$ cat config.mk
export PLATFORM = sky130hd
export DESIGN_NAME = runner_scroll_engine_flat
export DESIGN_NICKNAME = d
export VERILOG_FILES = /design/src/rtl/runner_scroll_engine_if.sv /design/src/rtl/runner_scroll_engine.sv /design/src/flat_wrapper.sv
export SDC_FILE = /design/constraint.sdc
export NUM_CORES = 1
export LEC_CHECK = 0
export ABC_AREA = 1
export BUFFER_PORTS_ARGS = -buffer_cell sky130_fd_sc_hd__clkbuf_2
export CORE_ASPECT_RATIO = 1.25
export CORE_MARGIN = 2
export CORE_UTILIZATION = 50
export CTS_BUF_LIST = sky130_fd_sc_hd__clkbuf_16
export DETAILED_ROUTE_END_ITERATION = 7
export HOLD_SLACK_MARGIN = 0.1
export PLACE_DENSITY = 0.87
export SYNTH_ARGS = -nofsm -noshare
export SYNTH_HDL_FRONTEND = slang
export SYNTH_SLANG_ARGS = --single-unit
$ cat constraint.sdc
create_clock -name clk -period 2.12 [get_ports clk]
set_input_delay 0.212 -clock clk [delete_from_list [all_inputs] [get_ports clk]]
set_output_delay 0.212 -clock clk [all_outputs]
set_load 0.03 [all_outputs]
$ cat src/rtl/runner_scroll_engine_if.sv
// Obstacle-column handshake between the obstacle source and the scroll engine.
interface runner_scroll_engine_if #(
  parameter int HW = 2
);
  logic [HW-1:0] obs_height;
  logic          obs_valid;
  logic          obs_ready;

  modport master (output obs_height, output obs_valid, input obs_ready);
  modport slave  (input obs_height, input obs_valid, output obs_ready);
endinterface

$ cat src/rtl/runner_scroll_engine.sv
// Side-scroller engine: height-field scroll, runner jump physics, collision,
// score and game-over, stepped by a programmable clock divisor.
module runner_scroll_engine #(
  parameter int COLS    = 80,
  parameter int HW      = 2,
  parameter int RATE_W  = 28,
  parameter int SCORE_W = 16
) (
  input  logic                 clk,
  input  logic                 resetn,
  input  logic                 start,
  input  logic                 run,
  input  logic                 jump,
  input  logic [RATE_W-1:0]    rate,
  runner_scroll_engine_if.slave obs,
  output logic [COLS*HW-1:0]   field,
  output logic [HW-1:0]        runner_h,
  output logic                 step,
  output logic                 collide,
  output logic                 game_over,
  output logic [SCORE_W-1:0]   score
);

  typedef enum logic [1:0] {S_IDLE, S_RUN, S_OVER} state_t;

  localparam logic [HW-1:0] MAXH = '1;
  localparam logic [HW-1:0] ONE  = HW'(1);

  state_t               r_state, w_state_nxt;
  logic [RATE_W-1:0]    r_count;
  logic [COLS*HW-1:0]   r_field;
  logic [HW-1:0]        r_runner_h;
  logic                 r_up;
  logic                 r_jump_lat;
  logic                 r_jump_d;
  logic [SCORE_W-1:0]   r_score;
  logic                 r_step;
  logic                 r_collide;
  logic                 r_game_over;

  logic                 w_fire;
  logic                 w_hit;
  logic                 w_jump_rise;
  logic [HW-1:0]        w_new_col;
  logic [COLS*HW-1:0]   w_new_field;
  logic [HW-1:0]        w_new_h;
  logic                 w_new_up;

  always_ff @(posedge clk or negedge resetn) begin
    if (!resetn) r_state <= S_IDLE;
    else         r_state <= w_state_nxt;
  end

  always_comb begin
    // start outranks a step, so a fire cycle never coincides with a restart
    w_fire      = (r_state == S_RUN) && run && !start && (r_count == '0);
    w_jump_rise = jump && !r_jump_d;
    w_new_col   = obs.obs_valid ? obs.obs_height : '0;
    w_new_field = {w_new_col, r_field[COLS*HW-1:HW]};

    w_new_h  = r_runner_h;
    w_new_up = r_up;
    if (r_runner_h == '0) begin
      if (r_jump_lat) begin
        w_new_h  = ONE;
        w_new_up = 1'b1;
      end
    end else if (r_up) begin
      if (r_runner_h == MAXH) begin
        w_new_up = 1'b0;
        w_new_h  = MAXH - ONE;
      end else begin
        w_new_h  = r_runner_h + ONE;
      end
    end else begin
      w_new_h = r_runner_h - ONE;
    end

    w_hit = (w_new_field[HW-1:0] != '0) && (w_new_h < w_new_field[HW-1:0]);

    w_state_nxt = r_state;
    case (r_state)
      S_IDLE: if (start) w_state_nxt = S_RUN;
      S_RUN:  if (start) w_state_nxt = S_RUN;
              else if (w_fire && w_hit) w_state_nxt = S_OVER;
      S_OVER: if (start) w_state_nxt = S_RUN;
      default: w_state_nxt = S_IDLE;
    endcase
  end

  always_ff @(posedge clk or negedge resetn) begin
    if (!resetn) begin
      r_count     <= '0;
      r_field     <= '0;
      r_runner_h  <= '0;
      r_up        <= 1'b0;
      r_jump_lat  <= 1'b0;
      r_jump_d    <= 1'b0;
      r_score     <= '0;
      r_step      <= 1'b0;
      r_collide   <= 1'b0;
      r_game_over <= 1'b0;
    end else begin
      r_jump_d  <= jump;
      r_step    <= w_fire;
      r_collide <= w_fire && w_hit;
      if (start) begin
        r_field     <= '0;
        r_runner_h  <= '0;
        r_up        <= 1'b0;
        r_score     <= '0;
        r_jump_lat  <= 1'b0;
        r_count     <= rate;
        r_game_over <= 1'b0;
      end else if (r_state == S_RUN) begin
        if (run) r_count <= (r_count == '0) ? rate : r_count - RATE_W'(1);
        if (w_fire) begin
          // every step consumes the latch, so presses while airborne are lost
          r_jump_lat <= 1'b0;
          if (w_hit) begin
            r_game_over <= 1'b1;
          end else begin
            r_field    <= w_new_field;
            r_runner_h <= w_new_h;
            r_up       <= w_new_up;
            if (r_score != '1) r_score <= r_score + SCORE_W'(1);
          end
        end else if (w_jump_rise) begin
          r_jump_lat <= 1'b1;
        end
      end
    end
  end

  assign obs.obs_ready = w_fire;
  assign field         = r_field;
  assign runner_h      = r_runner_h;
  assign step          = r_step;
  assign collide       = r_collide;
  assign game_over     = r_game_over;
  assign score         = r_score;

endmodule

$ cat src/flat_wrapper.sv
// flat-port wrapper written by rule: the top's interface ports become plain ports
module runner_scroll_engine_flat 
#(
  parameter int COLS    = 80,
  parameter int HW      = 2,
  parameter int RATE_W  = 28,
  parameter int SCORE_W = 16
)
  (clk, resetn, start, run, jump, rate, field, runner_h, step, collide, game_over, score, obs_obs_height, obs_obs_valid, obs_obs_ready);
  runner_scroll_engine_if #(.HW(HW)) obs_i ();
  input  logic clk;
  input  logic resetn;
  input  logic start;
  input  logic run;
  input  logic jump;
  input  logic [RATE_W-1:0] rate;
  output logic [COLS*HW-1:0] field;
  output logic [HW-1:0] runner_h;
  output logic step;
  output logic collide;
  output logic game_over;
  output logic [SCORE_W-1:0] score;
  input wire logic [$bits(obs_i.obs_height)-1:0] obs_obs_height;
  input wire logic [$bits(obs_i.obs_valid)-1:0] obs_obs_valid;
  output wire logic [$bits(obs_i.obs_ready)-1:0] obs_obs_ready;
  assign obs_i.obs_height = obs_obs_height;
  assign obs_i.obs_valid = obs_obs_valid;
  assign obs_obs_ready = obs_i.obs_ready;
  runner_scroll_engine #(.COLS(COLS), .HW(HW), .RATE_W(RATE_W), .SCORE_W(SCORE_W)) u_core (.clk(clk), .resetn(resetn), .start(start), .run(run), .jump(jump), .rate(rate), .obs(obs_i), .field(field), .runner_h(runner_h), .step(step), .collide(collide), .game_over(game_over), .score(score));
endmodule
==> impl_metrics.csv, run 1 <==
group,metric,value,unit
outcome,status,"finished, violations left",
outcome,violations,"setup timing",
floorplanning,die_area,22200,um2
power,power_density,640,nW/um2
global_routing,grt.total_usage,28.0,%
floorplanning,die_y,166,um
timing,finalHoldViolCount,0,
critical_path,slowest_delay,0.40,ns
final_layout,areaGrowthSynthToFinish,42.1,%
clock_tree,cts.sinks,214,
final_layout,num_antenna_cells,0,
placement,place_area,12000,um2
critical_path,path_max_fanout,6,
routing,firstDrtPassIters,6,
final_layout,fin_nets,1737,
global_routing,antenna_found_initial,0,
routing,ant_nets,0,
critical_path,cp-end-kind,"register",
critical_path,critPathSlowestCell,"dfrtp_2",
timing,max_freq,431,MHz
final_layout,final-seq-area,5360,um2
floorplanning,num_rows,59,
yosys,yosysSeqAreaShare,51.1,%
clock_tree,cts_buffer_depth,3,
timing,relSlewSlack,58.5,%
timing,setup_violations,172,
yosys,synth_warnings,0,
critical_path,crit_required,2.53,ns
routing,vias,10868,
routing,routed_via_density,5.48,
yosys,synth_edf_count,0,
hold_path,hold_class,"in -> async",
critical_path,r2r_slack,-0.20,ns
routing,drt_iter0_drc,1048,
routing,routed_wl,36.2,mm
placement,gp_congestion,0.943,
final_layout,drive_above_1_share,31.8,%
floorplanning,die_x,134,um
routing,drc_errors,0,
clock_tree,clk_latency,0.52,ns
yosys,syn_inst,1395,
timing,period_minus_slack,2.32,ns
yosys,syn_avg_cell_area,7.52,um2
clock_tree,cts_tree,"built",
floorplanning,start_util,50.7,%
critical_path,critPathLaunchType,"register",
final_layout,design_area,14900,um2
final_layout,fillCellCount,1373,
yosys,synth_nets,1439,
yosys,ys_ff_latch,214,
timing,timing.final.ws_setup,-0.199,ns
timing,drv_slew,0,
global_routing,grt_first_pass_wirelength,50.8,mm
global_routing,grt_pass1_vias,10241,
critical_path,path_class,"reg -> reg",
placement,place.detailed.hpwl,19.1,mm
timing,rsz0062_at_grt,"yes",
routing,wire_per_inst,18.2,um
critical_path,crit_arrival,2.73,ns
final_layout,multi_input_area,5000,um2
clock_tree,htreeDepth,1,
floorplanning,core,20700,um2
critical_path,reg2reg_to,"u_core.field[141]",
global_routing,grt_max_degree,87,
floorplanning,pin_count,218,
placement,preCtsSetupSlack,-0.104,ns
flow_run,max_cap_viol_count,0,
timing,period_share,109,%
timing,finClkSkew,0.0226,ns
power,p_leak,7.50,nW
final_layout,post-route-util,72.1,%
yosys,synth_flop_cell,"dfrtp_1",
yosys,yosys.cell_types.count,28,
clock_tree,cts_made_buffers,23,
power,total_power,0.00954,W
critical_path,r2r-start,"u_core.runner_h[1]",
timing,worst_slew_pin_slew,0.621,ns
clock_tree,cts-root-buf,"clkbuf_16",
yosys,synth_area,10500,um2
critical_path,worstPathCellList,"inv_2 -> ha_4 -> a21oi_2 -> nand2_1 -> nand2_2 -> ha_4 -> o21ai_4 -> nand3_4 -> nand3_4 -> buf_6 -> clkbuf_16 -> nand2_2 -> o21ai_1",
clock_tree,cts.clk_slew.worst_paths,0.07,ns
critical_path,worstRegToRegCells,13,
global_routing,overflow,0,
final_layout,final_common_cell,"nand2_1",
placement,portBuffers,217,
yosys,async_reset_ff_share,100,%
final_layout,final_cell_mix,"337 x nand2_1, 223 x nor2_1, 214 x clkbuf_2",
power,ir_drop,0.541,mV
-- routing by layer --
metal	up-vias	routed length, um	global-route usage [%]	part of all wire, %
met5	-	0	0	0
li1	4911	-	-	-
met4	0	1870	13.2	5.2
met3	165	3590	7.36	9.9
met1	5155	12800	33.3	35
met2	637	17900	47.4	49
-- layout make-up --
type / count / share of cell area, %
clock inverter: 19 / 1.50
inverter: 159 / 4.00
sequential: 214 / 36.0
timing repair buffer: 340 / 18.8
multi-input combinational: 955 / 33.5
tap: 274 / 2.30
clock buffer: 23 / 3.86
-- synth_stat cells (10+ instances only) --
master    count  area share (%)
a21oi_1      83             4.0
buf_2        23             1.1
buf_6        10             1.1
clkbuf_1     28             1.0
dfrtp_1     214              51
inv_1       157             5.6
nand2_1     396              14
nand3_1      65             3.1
nor2_1      252             9.0
o21ai_0      69             3.3
o21ai_1      25             1.2
xor2_1       16             1.3
-- critical path: cells and delay by family, from the launching register on --
| family | cells | cell delay [ns] |
|---|---|---|
| compound gates | 3 | 0.41 |
| fa+ha+maj | 2 | 0.42 |
| flops | 1 | 0.40 |
| buf+inv | 3 | 0.44 |
| simple gates | 5 | 0.52 |
-- what timing repair did --
action	CTS	global route
endpoints found under the hold margin	101	0
hold buffers	34	0
setup buffers	16	18
gates resized for setup	80	234
gates cloned	11	18
endpoints found under the setup margin	134	182
pin swaps	5	10
-- where the power goes --
group | leakage (nW) | switching, W | internal (W)
clock | 0.402 | 0.00175 | 0.00259
combinational | 4.20 | 0.000570 | 0.000333
sequential | 2.91 | 0.000116 | 0.00418
-- state kept, by name, summed over array words and instances (netlist names) --
register	count
u_core.collide	1
u_core.field	160
u_core.game_over	1
u_core.r_count	28
u_core.r_jump_d	1
u_core.r_jump_lat	1
u_core.r_state	2
u_core.r_up	1
u_core.runner_h	2
u_core.score	16
u_core.step	1
-- stage by stage --
| step | instances | TNS [ns] | hold slack, ns |
|---|---|---|---|
| finish | 1984 | -13.34 | 0.239 |
| global route | 1984 | -31.90 | 0.252 |
| CTS | 1955 | -6.22 | 0.232 |
| detailed placement | 1852 | -4.29 | 0.209 |
| global placement | 1852 | -0.0737 | 0.208 |
| floorplan | 1395 | -0.431 | -0.0836 |
-- worst max path at each step --
| stage | depth (start not counted) | slack, ns | end | start |
|---|---|---|---|---|
| 2_1_floorplan | 13 | -0.03 | u_core.field[66] | u_core.runner_h[1] |
| 3_3_place_gp | 12 | -0.04 | u_core.field[127] | u_core.runner_h[1] |
| 3_5_place_dp | 12 | -0.10 | u_core.field[21] | u_core.runner_h[1] |
| 4_1_cts | 14 | -0.10 | u_core.field[61] | u_core.runner_h[0] |
| 5_1_grt | 13 | -0.27 | u_core.field[141] | u_core.runner_h[1] |
| 6_report | 13 | -0.20 | u_core.field[141] | u_core.runner_h[1] |
-- cells by family after synthesis --
| group | share of synthesized area (%) |
|---|---|
| simple gates | 28.5 |
| buf+inv | 9.26 |
| flops | 51.1 |
| compound gates | 8.73 |
| xor+xnor | 1.50 |
| fa+ha+maj | 0.955 |
Note: power is estimated with default switching activity, not from simulation.
==> run 2, diff against run 1 <==
ABC_AREA = unset   (was 1)
CORE_UTILIZATION = 49   (was 50)
PLACE_DENSITY = 0.86   (was 0.87)
==> impl_metrics.csv, run 2 <==
group,metric,value,unit
timing,period_minus_slack,2.84,ns
final_layout,fin_nets,1461,
routing,routed_wl,30.2,mm
clock_tree,cts_made_buffers,22,
timing,relSlewSlack,37.1,%
yosys,async_reset_ff_share,100,%
flow_run,max_cap_viol_count,0,
yosys,synth_flop_cell,"dfrtp_1",
critical_path,path_max_fanout,9,
critical_path,critPathLaunchType,"register",
final_layout,areaGrowthSynthToFinish,41.0,%
timing,finClkSkew,0.0214,ns
routing,ant_nets,0,
yosys,yosysMostFrequentCell,"nand2_1",
global_routing,overflow,0,
yosys,netlist_top_cells_area,"dfrtp_1 56%, nand2_1 13%, a21oi_1 10%",
critical_path,crit_required,2.52,ns
final_layout,largest_reg_flops,160,
power,p_leak,6.16,nW
clock_tree,cts_tree,"built",
timing,worst_slew_pin_slew,0.944,ns
clock_tree,cts.clk_slew.worst_paths,0.07,ns
yosys,synth_area,9600,um2
critical_path,cp-end-kind,"register",
timing,drv_slew,0,
final_layout,final_common_cell,"nand2_1",
power,power_density,628,nW/um2
timing,timing.final.ws_setup,-0.723,ns
yosys,ys_ff_latch,214,
timing,setup_violations,194,
floorplanning,pin_count,218,
final_layout,num_antenna_cells,0,
yosys,synth_nets,1131,
yosys,yosys.cell_types.count,59,
global_routing,grt_pass1_vias,9108,
power,total_power,0.00850,W
outcome,violations,"setup timing",
yosys,synth_warnings,0,
clock_tree,cts_buffer_depth,3,
final_layout,post-route-util,70.0,%
timing,tns,-115.24,ns
yosys,syn_avg_cell_area,8.83,um2
yosys,syn_inst,1087,
clock_tree,cts-root-buf,"clkbuf_16",
yosys,yosysSeqAreaShare,55.8,%
routing,firstDrtPassIters,7,
floorplanning,core,19300,um2
routing,vias,9645,
final_layout,final_cells,1695,
final_layout,drive_above_1_share,33.5,%
routing,drc_errors,0,
floorplanning,die_area,20700,um2
routing,routed_via_density,5.69,
critical_path,crit_arrival,3.24,ns
yosys,yosysTopAreaCell,"dfrtp_1",
global_routing,grt.total_usage,26.3,%
placement,portBuffers,217,
floorplanning,start_util,49.7,%
global_routing,grt_first_pass_wirelength,45.1,mm
global_routing,grt_max_degree,89,
routing,drt_iter0_drc,789,
timing,period_share,134,%
yosys,synth_edf_count,0,
global_routing,antenna_found_initial,0,
timing,max_freq,352,MHz
placement,place.detailed.hpwl,17.6,mm
timing,rsz0062_at_grt,"yes",
clock_tree,htreeDepth,1,
final_layout,final_cell_mix,"307 x nand2_1, 214 x clkbuf_2, 212 x dfrtp_1",
yosys,synth_common_cells,"341 x nand2_1, 214 x dfrtp_1, 193 x a21oi_1",
floorplanning,die_y,160,um
outcome,status,"finished, violations left",
clock_tree,clk_latency,0.51,ns
timing,finalHoldViolCount,0,
routing,wire_per_inst,17.8,um
critical_path,path_class,"reg -> reg",
yosys,yosys.area.top_type_share,55.8,%
placement,gp_congestion,0.879,
hold_path,hold_class,"in -> reg",
clock_tree,cts.sinks,214,
floorplanning,die_x,129,um
power,ir_drop,0.673,mV
placement,placedCellCount,1595,
floorplanning,num_rows,57,
==> run 2: changes by cell type in the layout (fill, tap and decap cells not counted), sizes merged, moves of 16 or more <==
cell / before / now
nor2: 259 / 32
a21oi: 83 / 193
xor2: 16 / 0
inv: 162 / 23
nand2: 402 / 341
buf: 76 / 126
o21ai: 94 / 40
nand3: 67 / 26
==> run 2: final timing paths <==
path / from / end / slack (ns) / cells after the start
max in group asynchronous: resetn / u_core.field[131] / 1.26 / 3
worst max-delay path: u_core.runner_h[1] / u_core.field[10] / -0.72 / 14
worst min register to register: u_core.game_over / u_core.game_over / 0.48 / 1
worst min-delay path: rate[21] / u_core.r_count[21] / 0.13 / 4
worst max register to register: u_core.runner_h[1] / u_core.field[10] / -0.72 / 14
min in group asynchronous: resetn / u_core.field[23] / 0.22 / 2
==> run 2: layout make-up <==
type                            instances  area [um2]
Multi-Input combinational cell        784        4260
Clock buffer                           23         576
Inverter                               15        58.8
Sequential cell                       214        5360
Clock inverter                         14        57.6
Fill cell                            1357        5790
Tap cell                              265         332
Timing Repair Buffer                  380        2890
==> run 2: per-layer routing <==
layer / GRT usage (%) / vias up / part of all wire [%]
met5: 0 / - / 0
met4: 9.83 / 0 / 3.5
met3: 4.53 / 90 / 7.6
met2: 44.8 / 466 / 51
met1: 33.5 / 4709 / 38
li1: - / 4380 / -
==> run 2: worst max-delay path, cell delays in order, from the launching register on <==
cell and delay, ns:
dfrtp_2 0.41, inv_2 0.09, ha_4 0.20, mux2_4 0.28
o21ai_4 0.19, ha_4 0.17, inv_2 0.04, a21oi_4 0.13
a211oi_4 0.06, buf_6 0.13, nor4_4 0.18, buf_6 0.26
bufbuf_16 0.30, nand2_1 0.06, a21oi_1 0.20
==> run 2: repair_timing <==
item,in CTS,in global routing
hold buffers,29,0
resized for setup,30,79
pin swaps,5,3
setup buffers,9,6
cloned,6,13
setup endpoints to repair,194,212
endpoints found under the hold margin,242,0
==> run 2: report_power, final <==
part           switching (W)  internal [W]  total (W)
Combinational       0.000443      0.000329   0.000772
Sequential         0.0000586       0.00416    0.00422
Clock                0.00156       0.00194    0.00350
Total                0.00206       0.00643    0.00850
==> run 2: cells by family after synthesis <==
| family | count (synthesis) | share of synthesized area, % |
|---|---|---|
| and+or+nand+nor | 488 | 22.8 |
| AOI/OAI and AO/OA | 279 | 15.8 |
| DFF | 214 | 55.8 |
| buffers and inverters | 90 | 3.71 |
| adders and majority gates | 8 | 1.04 |
| muxes | 6 | 0.678 |
| xor gates and xnor gates | 2 | 0.182 |
==> run 2: stage by stage <==
step	worst slack (ns)	hold slack, ns	cell area (um2)
finish	-0.723	0.131	13500
global route	-0.874	0.139	13500
CTS	-0.601	0.117	12900
detailed placement	-0.589	0.189	11700
global placement	-0.523	0.194	11700
floorplan	-0.638	-0.0836	9830
==> run 3, diff against run 2 <==
BUFFER_PORTS_ARGS = unset   (was -buffer_cell sky130_fd_sc_hd__clkbuf_2)
CORE_UTILIZATION = 63   (was 49)
DONT_BUFFER_PORTS = 1   (was unset)
PLACE_DENSITY = 0.89   (was 0.86)
SKIP_LAST_GASP = 1   (was unset)
clock period = 2.8 ns   (was 2.12 ns; I/O delays follow)
==> impl_metrics.csv, run 3 (synthesis results as in run 2) <==
group,metric,value,unit
timing,worst_slew_pin_slew,0.734,ns
timing,finalHoldViolCount,244,
final_layout,fin_nets,1207,
timing,setup_violations,155,
critical_path,critPathLaunchType,"register",
timing,max_freq,307,MHz
timing,holdWs,-0.537,ns
global_routing,overflow,0,
routing,routed_via_density,7.03,
global_routing,grt.total_usage,30.2,%
critical_path,path_class,"reg -> reg",
timing,tns,-18.33,ns
final_layout,final_cell_mix,"240 x nand2_1, 212 x dfrtp_1, 109 x a21oi_2",
clock_tree,cts.clk_slew.worst_paths,0.08,ns
floorplanning,die_x,114,um
floorplanning,start_util,64.2,%
power,p_leak,5.26,nW
routing,drc_errors,0,
floorplanning,die_y,142,um
global_routing,grt_max_degree,215,
placement,portBuffers,0,
routing,wire_per_inst,26.1,um
outcome,violations,"hold timing, setup timing",
global_routing,antenna_found_initial,0,
timing,period_minus_slack,3.26,ns
clock_tree,cts.sinks,214,
timing,rsz0062_at_grt,"yes",
timing,period_share,116,%
critical_path,path_max_fanout,8,
timing,timing.final.ws_setup,-0.461,ns
floorplanning,die_area,16200,um2
clock_tree,htreeDepth,1,
power,power_density,491,nW/um2
final_layout,num_antenna_cells,0,
clock_tree,cts-root-buf,"clkbuf_16",
outcome,status,"finished, violations left",
hold_path,hold_class,"in -> async",
power,ir_drop,0.605,mV
routing,firstDrtPassIters,6,
flow_run,max_cap_viol_count,0,
routing,vias,9571,
critical_path,cp_common_cell,"buf_4",
critical_path,cp-end-kind,"register",
timing,finClkSkew,0.0198,ns
clock_tree,cts_buffer_depth,3,
critical_path,crit_arrival,3.61,ns
critical_path,r2r_slack,-0.46,ns
floorplanning,num_rows,50,
critical_path,crit_required,3.15,ns
critical_path,critPathSlowestCell,"dfrtp_2",
clock_tree,cts_tree,"built",
routing,ant_nets,0,
critical_path,worstPathCellList,"inv_4 -> ha_4 -> mux2_4 -> o21ai_4 -> ha_4 -> inv_2 -> a21oi_2 -> a211oi_2 -> buf_4 -> nor4_4 -> buf_6 -> buf_4 -> buf_4 -> buf_4 -> nand2_1 -> a21oi_1",
floorplanning,pin_count,218,
timing,drv_slew,0,
global_routing,grt_pass1_vias,8105,
placement,preCtsSetupSlack,-0.0815,ns
critical_path,slowest_delay,0.43,ns
routing,routed_wl,35.6,mm
floorplanning,core,15000,um2
final_layout,areaGrowthSynthToFinish,35.3,%
clock_tree,clk_latency,0.51,ns
final_layout,drive_above_1_share,31.1,%
final_layout,fillCellCount,631,
placement,gp_congestion,0.876,
clock_tree,cts_made_buffers,22,
placement,place.detailed.hpwl,14.9,mm
global_routing,grt_first_pass_wirelength,40.4,mm
routing,drt_iter0_drc,1349,
clock_tree,hold_buffers,35,
timing,relSlewSlack,51.1,%
final_layout,largest_reg_flops,160,
final_layout,final_common_cell,"nand2_1",
power,total_power,0.00638,W
[run 3: cell types whose count changed in the layout (fill, tap and decap cells not counted), moves of 4 or more]
cell	delta
o21ai_2	-4
clkbuf_16	+11
dlygate4sd3_1	+6
buf_4	-58
nand2_1	-67
a21oi_2	+90
nand2_4	+60
clkbuf_2	-214
inv_1	-4
nand2_2	+7
a21oi_1	-89
clkinv_1	+4
o21ai_0	+7
[run 3: timing repair]
action	in CTS	in global routing
resized for setup	9	305
cloned	2	39
hold endpoints to repair	421	387
pin swaps	1	50
setup endpoints to repair	107	173
buffers inserted	4	13
[run 3: critical path: cells and delay by family (launching register included)]
family                     cells  cell delay (ns)
adders and majority gates      2             0.36
AOI/OAI and AO/OA              4             0.82
and+or+nand+nor                2             0.39
DFF                            1             0.43
buffers and inverters          7             0.84
muxes                          1             0.29
[run 3: where the power goes]
| part | internal, W | total (W) | switching (W) |
|---|---|---|---|
| Combinational | 0.000136 | 0.000300 | 0.000164 |
| Sequential | 0.00315 | 0.00324 | 0.0000884 |
| Clock | 0.00154 | 0.00284 | 0.00130 |
| Total | 0.00483 | 0.00638 | 0.00156 |
[run 3: metal layers]
| metal | GRT usage, % | part of all wire [%] |
|---|---|---|
| met5 | 0 | 0 |
| met4 | 12.6 | 6.6 |
| met3 | 7.54 | 12 |
| met2 | 49.8 | 49 |
| met1 | 38.1 | 32 |
[run 3: path summary, 6_finish.rpt]
kind,startpoint,endpoint,depth (start not counted)
worst max-delay path,u_core.runner_h[0],u_core.field[69],16
worst min-delay path,resetn,u_core.field[67],0
worst max register to register,u_core.runner_h[0],u_core.field[69],16
worst min register to register,u_core.r_count[26],u_core.r_count[26],2
max in group asynchronous,resetn,u_core.r_count[15],0
min in group clk,start,u_core.score[14],1
[run 3: through the flow]
stage / utilization [%] / instance area (um2) / instances
final: 86.9 / 13000 / 1361
after floorplan: - / 9680 / 1087
after global routing: 86.9 / 13000 / 1361
after detailed placement: 66.2 / 9900 / 1228
after global placement: 66.2 / 9900 / 1228
after CTS: 74.0 / 11100 / 1309
[run 3: layout make-up]
| class | count | area, um2 | area share [%] |
|---|---|---|---|
| Multi-Input combinational cell | 787 | 5030 | 38.7 |
| Tap cell | 182 | 228 | 1.75 |
| Clock buffer | 22 | 551 | 4.24 |
| Inverter | 15 | 58.8 | 0.453 |
| Timing Repair Buffer | 123 | 1640 | 12.6 |
| Sequential cell | 214 | 5360 | 41.2 |
| Clock inverter | 18 | 133 | 1.02 |
